--- src/rtl/gb_write_ctrl.sv ---
// Global-buffer write controller: grants one requester at a time, accepts a fixed-length
// burst of beats and writes them to the GB SRAM at {ID, beat}.
module gb_write_ctrl #(
  parameter int unsigned DATA_W  = 64,
  parameter int unsigned BEAT_W  = 4,
  parameter int unsigned TIMEOUT = 255
) (
  input  logic                  clk,
  input  logic                  rst,
  input  logic                  Wr_Req,
  input  logic [5:0]            Wr_ID,
  input  logic [DATA_W-1:0]     Wr_Dat_In,
  input  logic                  Wr_Dat_Vld,
  output logic [1:0]            State_Wr,
  output logic                  Wr_Grant,
  output logic [5:0]            Wr_Grant_ID,
  output logic                  Wr_Dat_Rdy,
  output logic                  GB_We,
  output logic [6+BEAT_W-1:0]   GB_Addr,
  output logic [DATA_W-1:0]     GB_Dat,
  output logic                  Wr_Done,
  output logic                  Wr_Abort
);

  localparam int unsigned ID_W   = 6;
  localparam int unsigned WAIT_W = 8;

  // Encoding is observed directly by the arbiter.
  typedef enum logic [1:0] {
    IDLE           = 2'b00,
    REQ_READY      = 2'b01,
    READY_TO_WRITE = 2'b11,
    WRITE          = 2'b10
  } state_t;

  state_t              state, state_next;
  logic [ID_W-1:0]     cur_id;
  logic [BEAT_W-1:0]   beat_cnt;
  logic [WAIT_W-1:0]   wait_cnt;
  logic                accept, last_beat, expire, latch_id;

  // Next-state and per-cycle control decode
  always_comb begin
    state_next = state;
    accept     = 1'b0;
    last_beat  = 1'b0;
    expire     = 1'b0;
    latch_id   = 1'b0;
    case (state)
      IDLE: begin
        if (Wr_Req) begin
          latch_id   = 1'b1;
          state_next = REQ_READY;
        end
      end
      REQ_READY: state_next = READY_TO_WRITE;
      READY_TO_WRITE: begin
        // A beat arriving on the expiry cycle wins over the timeout.
        if (Wr_Dat_Vld) begin
          accept     = 1'b1;
          state_next = WRITE;
        end else if (wait_cnt == WAIT_W'(TIMEOUT - 1)) begin
          expire     = 1'b1;
          state_next = IDLE;
        end
      end
      WRITE: begin
        if (Wr_Dat_Vld) begin
          accept = 1'b1;
          if (beat_cnt == '1) begin
            last_beat  = 1'b1;
            state_next = IDLE;
          end
        end
      end
      default: state_next = IDLE;
    endcase
  end

  // State, counters and registered outputs
  always_ff @(posedge clk) begin
    if (rst) begin
      state      <= IDLE;
      cur_id     <= '0;
      beat_cnt   <= '0;
      wait_cnt   <= '0;
      Wr_Grant   <= 1'b0;
      Wr_Dat_Rdy <= 1'b0;
      GB_We      <= 1'b0;
      GB_Addr    <= '0;
      GB_Dat     <= '0;
      Wr_Done    <= 1'b0;
      Wr_Abort   <= 1'b0;
    end else begin
      state      <= state_next;
      Wr_Grant   <= (state_next == REQ_READY);
      Wr_Dat_Rdy <= (state_next == READY_TO_WRITE) || (state_next == WRITE);
      GB_We      <= accept;
      Wr_Done    <= last_beat;
      Wr_Abort   <= expire;
      if (latch_id) cur_id <= Wr_ID;
      if (state == READY_TO_WRITE && !accept && !expire) wait_cnt <= wait_cnt + WAIT_W'(1);
      else                                               wait_cnt <= '0;
      if (accept) begin
        beat_cnt <= beat_cnt + BEAT_W'(1);
        GB_Addr  <= {cur_id, beat_cnt};
        GB_Dat   <= Wr_Dat_In;
      end
    end
  end

  assign State_Wr    = state;
  assign Wr_Grant_ID = cur_id;

endmodule

--- config.mk ---
export PLATFORM = sky130hd
export DESIGN_NAME = gb_write_ctrl
export DESIGN_NICKNAME = d
export VERILOG_FILES = /design/src/rtl/gb_write_ctrl.sv
export SDC_FILE = /design/constraint.sdc
export NUM_CORES = 1
export LEC_CHECK = 0
export ABC_AREA = 0
export CAP_MARGIN = 20
export CORE_MARGIN = 4
export CORE_UTILIZATION = 37
export DETAILED_ROUTE_END_ITERATION = 10
export PLACE_DENSITY_LB_ADDON = 0.2
export SLEW_MARGIN = 0
export SYNTH_ARGS = -nofsm -noshare
export SYNTH_HDL_FRONTEND = slang
export SYNTH_SLANG_ARGS = --single-unit
--- constraint.sdc ---
create_clock -name clk -period 1.33 [get_ports clk]
set_clock_uncertainty 0.05 [all_clocks]
set_input_delay 0.1995 -clock clk [delete_from_list [all_inputs] [get_ports clk]]
set_output_delay 0.1995 -clock clk [all_outputs]
set_load 0.01 [all_outputs]
==> results.tsv, run 1 <==
metric	value	unit
drt_pre_antenna_iters	4	
postCtsSetupBuffers	0	
synth_compound_area_share	13.4	%
fmax	0.758	GHz
p_per_area	1030	nW/um^2
busiest_layer	met2	
drtIter0Drc	77	
cpLargestDelayFamily	simple AND/OR/NAND/NOR gates	
dieArea	11100	um^2
hp-class	input pin to flip-flop	
fin_crit	1.32	ns
ys_ff_latch	98	
maxCapViolCount	0	
dpl_cell_area	5350	um^2
p_leak	2.36	nW
critPathCaptureType	flip-flop	
synthArstFlopShare	0	%
r2r_slack	0.01	ns
tightest_slew	0.400	ns
grt_max_degree	50	
overflow	0	
grt_setup_unrepaired	true	
clock_tree.root_cell	clkbuf_8	
syn_area_per_cell	8.26	um^2
antenna_cells	0	
die_w	105	um
synthXorXnorAreaFrac	1.00	%
ys_warn_count	0	
crit_required	1.53	ns
synthFlopType	dfxtp_1	
final_area	5540	um^2
critPathLaunchType	flip-flop	
fillers	871	
yosysSeqAreaShare	56.2	%
drive_gt1_share	11.2	%
cp_slowest_cell	dfxtp_2	
synth_top_area_share	56.2	%
die_h	105	um
crit_buf_inv	2	
gp_congestion	0.775	
rows	35	
crit_arrival	1.52	ns
most-common-layout-cells	153 x nand2_1, 90 x dfxtp_1, 86 x dlygate4sd2_1, 79 x a21oi_1, 72 x clkdlybuf4s50_1	
peakVddDrop	0.601	mV
synth.area.top_cells	dfxtp_1 56%, nand2_1 17%, a21oi_1 12%, mux2i_1 1.7%, clkbuf_1 1.7%	
yosys.cell_types.count	31	
postRouteAntennaNets	0	
routed_wl	9.88	mm
grtUsageMet2	27.5	%
status	complete, no violations	
setup_viol	0	
clk_latency	0.36	ns
routedWlPerCell	13.9	um
placed_cells	692	
start_util	38.0	%
final_common_cell	nand2_1	
nets	670	
synth_top_area_cell	dfxtp_1	
antenna_found_initial	0	
area_growth	58.7	%
use_met1	20.5	%
cts.path.max_buffers	2	
max_slew_margin	73.0	%
cpPeakStageDelay	0.34	ns
cts_sinks	98	
numCtsBuffers	9	
synth_top_family_by_area	simple AND/OR/NAND/NOR gates	
met3_usage	7.10	%
drc	0	
ios	161	
synth_mux_area_share	1.72	%
cp_max_fo	3	
synthAdderAreaFrac	1.07	%
finalMaxSlewViolations	0	
crit_type	flip-flop to flip-flop	
grt_pass1_vias	3259	
syn-instance-count	423	
synth_edf_count	0	
synth-simple-area-share	22.5	%
synth_nets	500	
grt_pass1_wl	15.6	mm
viasPerCell	4.82	
clk_pin_slew_worst_paths	0.10	ns
r2r_start	wait_cnt[0]	
postCtsHoldBufs	0	
hp-start	rst	
path_cells	inv_1, ha_2, nand3_1, buf_4, nor4_2, nor3_1	
h-tree-depth	3	
vias	3415	
syn-cell-area	3490	um^2
setup.worst_path.start	wait_cnt[0]	
core	9200	um^2
dp_hpwl	6.99	mm
grt_usage	17.1	%
cts_tree	yes	
fin_crit_sh	99.2	%
finalHoldViolCount	0	
port_buffers	160	
instances_no_fill	709	
fin_util	60.2	%
[cells in the mapped netlist, types with 3 or more instances]
master    instances
a21oi_1          81
buf_2            10
clkbuf_1         16
dfxtp_1          98
ha_1              3
mux2i_1           6
nand2_1         154
nand3_1           6
nor2_1           15
nor3_1            3
o21ai_0           4
[final timing paths]
| kind | end | depth (start not counted) |
|---|---|---|
| min reg2reg | wait_cnt[0] | 1 |
| min | wait_cnt[0] | 4 |
| max | Wr_Dat_Rdy | 6 |
| max reg2reg | Wr_Dat_Rdy | 6 |
[where the power goes]
part | switching [mW] | total, mW | internal [mW] | leakage [nW]
Combinational | 0.359 | 0.799 | 0.440 | 1.47
Clock | 1.04 | 1.83 | 0.790 | 0.0955
Sequential | 0.0559 | 3.10 | 3.04 | 0.799
Total | 1.45 | 5.72 | 4.27 | 2.36
[metal layers]
metal | up-vias | part of all wire, %
met1 | 1545 | 43
met4 | 0 | 2.0
met2 | 129 | 45
li1 | 1723 | -
met5 | - | 0
met3 | 18 | 9.8
[worst min-delay path, stage by stage]
cell,delay (ns)
buf_2,0.17
nor4bb_2,0.09
o21ai_4,0.10
nor2_1,0.05
[area by class of cell]
cell class | count | area [um^2] | area share [%]
multi-input cells | 294 | 1450 | 26.1
well taps | 111 | 139 | 2.51
flip-flops and latches | 98 | 1970 | 35.6
clock buffers | 11 | 151 | 2.73
inverters | 2 | 7.51 | 0.136
repair buffers | 188 | 1780 | 32.2
clock inverters | 5 | 38.8 | 0.700
[cells by family (layout without fill, tap and decap cells)]
group	count (synthesis)	count (layout)
simple gates	190	190
flops	98	98
compound gates	91	91
buf+inv	31	206
mux	6	6
xor+xnor	4	4
fa+ha+maj	3	3
[stage by stage]
| step | total power [mW] | TNS [ns] | setup WS (ns) | hold WS [ns] |
|---|---|---|---|---|
| detailed placement | 4.03 | -21.90 | -0.301 | 0.387 |
| floorplan | 3.49 | -0.662 | -0.0198 | 0.285 |
| finish | 5.72 | 0 | 0.0101 | 0.231 |
| global placement | 4.01 | -19.48 | -0.276 | 0.375 |
| CTS | 5.77 | 0 | 0.00162 | 0.236 |
| global route | 5.99 | -0.985 | -0.0738 | 0.269 |
[what timing repair did]
item	CTS	global route
endpoints found under the setup margin	105	28
gates cloned	0	1
pin swaps	1	3
resized for setup	93	20
[state kept, by name, summed over array words and instances (netlist names)]
signal and cells:
State_Wr 1, GB_Addr 10, GB_Dat 64, wait_cnt 8, Wr_Grant 1, GB_We 1, Wr_Done 1, Wr_Grant_ID 6
beat_cnt 4, Wr_Abort 1, Wr_Dat_Rdy 1
Power figures use the tool's default switching activity.
==> run 2, diff against run 1 <==
- CAP_MARGIN: 20 -> not set
==> results of run 2 <==
No change in the layout: final DEF, timing and power equal those of run 1.
